--- config.mk ---
export PLATFORM = sky130hd
export DESIGN_NAME = leading_one_isolator
export DESIGN_NICKNAME = d
export VERILOG_FILES = /design/src/rtl/leading_one_isolator_pkg.sv /design/src/rtl/leading_one_isolator.sv
export SDC_FILE = /design/constraint.sdc
export NUM_CORES = 1
export LEC_CHECK = 0
export BUFFER_PORTS_ARGS = -buffer_cell sky130_fd_sc_hd__buf_2
export CORE_MARGIN = 3
export CORE_UTILIZATION = 30
export DETAILED_ROUTE_END_ITERATION = 16
export PLACE_DENSITY = 0.5
export SYNTH_ARGS = -nofsm -noshare
export SYNTH_HDL_FRONTEND = slang
export SYNTH_SLANG_ARGS = --single-unit
--- constraint.sdc ---
create_clock -name clk -period 1.4 [get_ports clk]
set_input_delay 0.07 -clock clk [delete_from_list [all_inputs] [get_ports clk]]
set_output_delay 0.07 -clock clk [all_outputs]
set_load 0.01 [all_outputs]
--- src/rtl/leading_one_isolator_pkg.sv ---
// Shared constants and FSM encodings for the leading-one isolator.
// Define LEADING_ONE_INDEX_EN to add the out_index port and its index register.
package leading_one_isolator_pkg;

  localparam int DEFAULT_WIDTH = 8;

  typedef enum logic [1:0] {
    ST_IDLE = 2'd0,
    ST_SCAN = 2'd1,
    ST_DONE = 2'd2
  } state_e;

endpackage

--- src/rtl/leading_one_isolator.sv ---
// Sequential MSB-first scanner producing a strictly one-hot mask (or zero flag) for the encoder.
// Optional out_index port is enabled by `define LEADING_ONE_INDEX_EN.
//
// state | meaning
// IDLE  | in_ready high, waiting for a word
// SCAN  | shifting the captured word left until its MSB is set
// DONE  | result held on out_* until out_ready
module leading_one_isolator
  import leading_one_isolator_pkg::*;
#(
  parameter int WIDTH = DEFAULT_WIDTH
) (
  input  logic                     clk,
  input  logic                     rst_n,
  input  logic                     in_valid,
  output logic                     in_ready,
  input  logic [WIDTH-1:0]         in_data,
  output logic                     out_valid,
  input  logic                     out_ready,
  output logic [WIDTH-1:0]         out_onehot,
  output logic                     out_zero
`ifdef LEADING_ONE_INDEX_EN
  ,
  output logic [$clog2(WIDTH)-1:0] out_index
`endif
);

  localparam int IW = $clog2(WIDTH);

  state_e           state_q,  state_d;
  logic [WIDTH-1:0] shreg_q,  shreg_d;
  logic [IW-1:0]    cnt_q,    cnt_d;
  logic [WIDTH-1:0] onehot_q, onehot_d;
  logic             zero_q,   zero_d;
  logic             valid_q,  valid_d;
`ifdef LEADING_ONE_INDEX_EN
  logic [IW-1:0]    index_q,  index_d;
`endif

  always_comb begin
    state_d  = state_q;
    shreg_d  = shreg_q;
    cnt_d    = cnt_q;
    onehot_d = onehot_q;
    zero_d   = zero_q;
    valid_d  = valid_q;
`ifdef LEADING_ONE_INDEX_EN
    index_d  = index_q;
`endif
    case (state_q)
      ST_IDLE: begin
        if (in_valid) begin
          if (in_data != '0) begin
            shreg_d = in_data;
            cnt_d   = IW'(WIDTH - 1);
            state_d = ST_SCAN;
          end else begin
            // Zero words skip the scan entirely so the loop never runs on an empty word.
            onehot_d = '0;
            zero_d   = 1'b1;
            valid_d  = 1'b1;
`ifdef LEADING_ONE_INDEX_EN
            index_d  = '0;
`endif
            state_d  = ST_DONE;
          end
        end
      end
      ST_SCAN: begin
        if (shreg_q[WIDTH-1]) begin
          onehot_d = WIDTH'(1) << cnt_q;
          zero_d   = 1'b0;
          valid_d  = 1'b1;
`ifdef LEADING_ONE_INDEX_EN
          index_d  = cnt_q;
`endif
          state_d  = ST_DONE;
        end else begin
          shreg_d = shreg_q << 1;
          cnt_d   = cnt_q - 1'b1;
        end
      end
      ST_DONE: begin
        if (out_ready) begin
          valid_d = 1'b0;
          state_d = ST_IDLE;
        end
      end
      default: begin
        valid_d = 1'b0;
        state_d = ST_IDLE;
      end
    endcase
  end

  always_ff @(posedge clk or negedge rst_n) begin
    if (!rst_n) begin
      state_q  <= ST_IDLE;
      shreg_q  <= '0;
      cnt_q    <= '0;
      onehot_q <= '0;
      zero_q   <= 1'b0;
      valid_q  <= 1'b0;
`ifdef LEADING_ONE_INDEX_EN
      index_q  <= '0;
`endif
    end else begin
      state_q  <= state_d;
      shreg_q  <= shreg_d;
      cnt_q    <= cnt_d;
      onehot_q <= onehot_d;
      zero_q   <= zero_d;
      valid_q  <= valid_d;
`ifdef LEADING_ONE_INDEX_EN
      index_q  <= index_d;
`endif
    end
  end

  assign in_ready   = (state_q == ST_IDLE);
  assign out_valid  = valid_q;
  assign out_onehot = onehot_q;
  assign out_zero   = zero_q;
`ifdef LEADING_ONE_INDEX_EN
  assign out_index  = index_q;
`endif

endmodule
==> results_dict.tcl <==
set metrics [dict create \
    grt_max_degree 24 \
    n_antenna_cell 0 \
    status "completed" \
    drive_gt1_frac 0.422 \
    rsz0062_at_grt "yes" \
    drv_cap 0 \
    synth_top_family_by_area "compound AO/OA/AOI/OAI gates" \
    grt.busiest_layer "met2" \
    min_to "out_valid$_DFFE_PN0P_" \
    grt-ovfl-total 0 \
    r2r_cells 4 \
    cp-start-kind "flop" \
    max_freq_ghz 0.737 \
    stdcell_area_um2 1650 \
    clockRootBuffer "clkbuf_8" \
    core_um2 3850 \
    multiInputGateArea_um2 684 \
    nFillCells 390 \
    muxShareOfSynthArea 0 \
    nets 179 \
    synth_area_leaders "dfrtp_1 (46%), a21oi_1 (5.2%), ha_1 (5.0%)" \
    die-area_um2 5000 \
    cp_top_family "flip-flops" \
    synth_top_area_frac 0.458 \
    antenna_left 0 \
    place_area_um2 1520 \
    viasPerCell 4.97 \
    globalplace.congestion 0.807 \
    reg2reg_setup_slack_ns 0.04 \
    ys_async_sr_fraction 1.00 \
    peakVddDrop_mv 0.702 \
    synth_compound_area_frac 0.238 \
    crit_fanout 7 \
    setup_viol 0 \
    synth_top_flop_cell "dfrtp_1" \
    cts.sinks 23 \
    cts_inserted_buffers 3 \
    avgSynthCellArea_um2 10.1 \
    p_leak_uw 0.000745 \
    yosysMostFrequentCell "dfrtp_1" \
    critPathSlowestCell "dfrtp_2" \
    synth_seq_cells 23 \
    met3_usage 0.0270 \
    whs_path_depth 3 \
    netlist_instances 124 \
    met1_usage 0.155 \
    routedWlPerCell_um 14.2 \
    hold_path.class "primary input to flop" \
    ys_warn_count 0 \
    slew_headroom 0.637 \
    areaGrowthSynthToFinish_pct 31.4 \
    criticalPathCategory "flop to flop" \
    synth_cell_types 36 \
    synth_edf_count 0 \
    met2_usage 0.233 \
    drt_iter0_drc 61 \
    worstMarginPinSlew_ns 0.544 \
    grt_pass1_vias 1131 \
    cts_tree "built" \
    synth_area_um2 1260 \
    synth-seq-area-share 0.458 \
    initial_core_util 0.326 \
    skew_ns 0.00127 \
    clk_pin_slew_ns 0.08 \
    post-dp-hpwl_um 2160 \
    cts_max_path_buffers 2 \
    crit_path_cell_trace "nor2b_4 > a32oi_4 > and2_1 > a221o_1" \
    fp.dieH_um 70.7 \
    dieWidth_um 70.7 \
    rows 22 \
    period_share 0.969 \
    critPathMaxStageDelay_ns 0.47 \
    p_per_area_nw_per_um2 2050 \
    worst-path-buf-inv 0 \
    critPathRequiredTime_ns 1.55 \
    cp-startpoint "state_q[0]$_DFFE_PN0P_" \
    min_from "out_ready" \
    grt_usage 0.129 \
    io_buffers 22 \
    drc 0 \
    synth_fp_nets 141 \
    grt_pass1_wl_um 5220 \
    synth-xor-area-share 0 \
    reg2reg_from "state_q[0]$_DFFE_PN0P_" \
    slew_viol_final 0 \
    seqCellArea_um2 577 \
    yosys.area.top_type "dfrtp_1" \
    htreeDepth 1 \
    cp-end-kind "flop" \
    hold_violations 0 \
    min_period_ns 1.36 \
    drt-total-wl_um 2970 \
    io_pins 23 \
    synth-adder-area-share 0.0498 \
    first_pass_iters 4 \
    yosys.area_share.simple 0.208 \
    clkLatencyLatePin_ns 0.26 \
    via_count 1039 \
    antenna_found_initial 0 \
    timing.rr.end "out_onehot[0]$_DFFE_PN0P_" \
    arrival_ns 1.51 \
    ys_top_cells_by_count "dfrtp_1 (23), a21oi_1 (13), nand2_1 (12)" \
    post-route-util 0.429 \
]
==> kinds of logic after synthesis <==
logic type	after synthesis
AO/OA/AOI/OAI	41
adder cells (fa/ha/maj)	5
buffers and inverters	13
flip-flops	23
AND/OR/NAND/NOR	42
==> per-stage QoR <==
stage | instances | hold WS (ns) | setup slack [ns] | TNS, ns | power [µW]
2_1_floorplan | 124 | -0.226 | 0.00939 | 0 | 2240
3_3_place_gp | 202 | 0.0803 | -0.0520 | -0.198 | 2720
3_5_place_dp | 202 | 0.0862 | -0.0681 | -0.289 | 2780
4_1_cts | 207 | 0.0598 | 0.00749 | 0 | 3260
5_1_grt | 209 | 0.0802 | -0.0466 | -0.162 | 3700
6_report | 209 | 0.0674 | 0.0429 | 0 | 3390
==> power breakdown <==
group,switching [µW],internal [µW],leakage (µW)
registers,248,956,0.000274
clock network,223,203,0.0000228
logic,898,866,0.000448
total,1370,2020,0.000745
==> cell type report <==
class / count / area share
repair buffers: 39 / 0.157
flip-flops and latches: 23 / 0.349
well taps: 48 / 0.0363
clock buffers: 4 / 0.0273
multi-input cells: 88 / 0.414
inverters: 7 / 0.0159
==> metal layers <==
layer	vias to the layer above	part of all wire
met5	-	0
met2	20	0.49
met1	498	0.46
met4	0	0.011
met3	4	0.044
li1	517	-
==> registers in the layout (all words and copies together) (netlist names) <==
| name | flops |
|---|---|
| out_zero | 1 |
| out_valid | 1 |
| shreg_q | 8 |
| out_onehot | 8 |
| cnt_q | 3 |
| state_q | 2 |
==> worst register-to-register path, stage by stage (launching register included) <==
cell	delay (ns)
dfrtp_2	0.47
nor2b_4	0.16
a32oi_4	0.17
and2_1	0.19
a221o_1	0.26
==> how the worst max path moves through the flow <==
stage,endpoint,slack [ns],cells past startpoint
after CTS,out_onehot[2]$_DFFE_PN0P_,0.007,4
after floorplan,shreg_q[1]$_DFFE_PN0P_,0.009,7
after global routing,out_onehot[1]$_DFFE_PN0P_,-0.05,4
after global placement,out_onehot[2]$_DFFE_PN0P_,-0.05,5
final,out_onehot[0]$_DFFE_PN0P_,0.04,4
after detailed placement,out_onehot[2]$_DFFE_PN0P_,-0.07,5
==> timing repair <==
| action | in CTS | in global routing |
|---|---|---|
| endpoints found under the hold margin | 23 | 0 |
| pin swaps | 0 | 6 |
| hold buffers | 1 | 0 |
| setup endpoints to repair | 7 | 13 |
| cloned | 0 | 0 |
| setup buffers | 0 | 2 |
| gates resized for setup | 4 | 16 |
==> cells in the final DEF, fill, tap and decap left out, types with 2 or more instances in the layout <==
cell type	n
nor3b_1	5
a21oi_2	12
a21oi_1	7
buf_2	22
nand2_1	12
clkbuf_8	3
dfrtp_1	22
and2_1	2
and2_4	3
o21ai_0	2
buf_6	2
inv_1	6
nor2b_1	2
ha_1	5
a22oi_1	5
a221o_1	4
buf_4	13
nor4_4	2
a211oi_1	2
nor2_1	3
o21ai_1	2
Power figures use the tool's default switching activity.
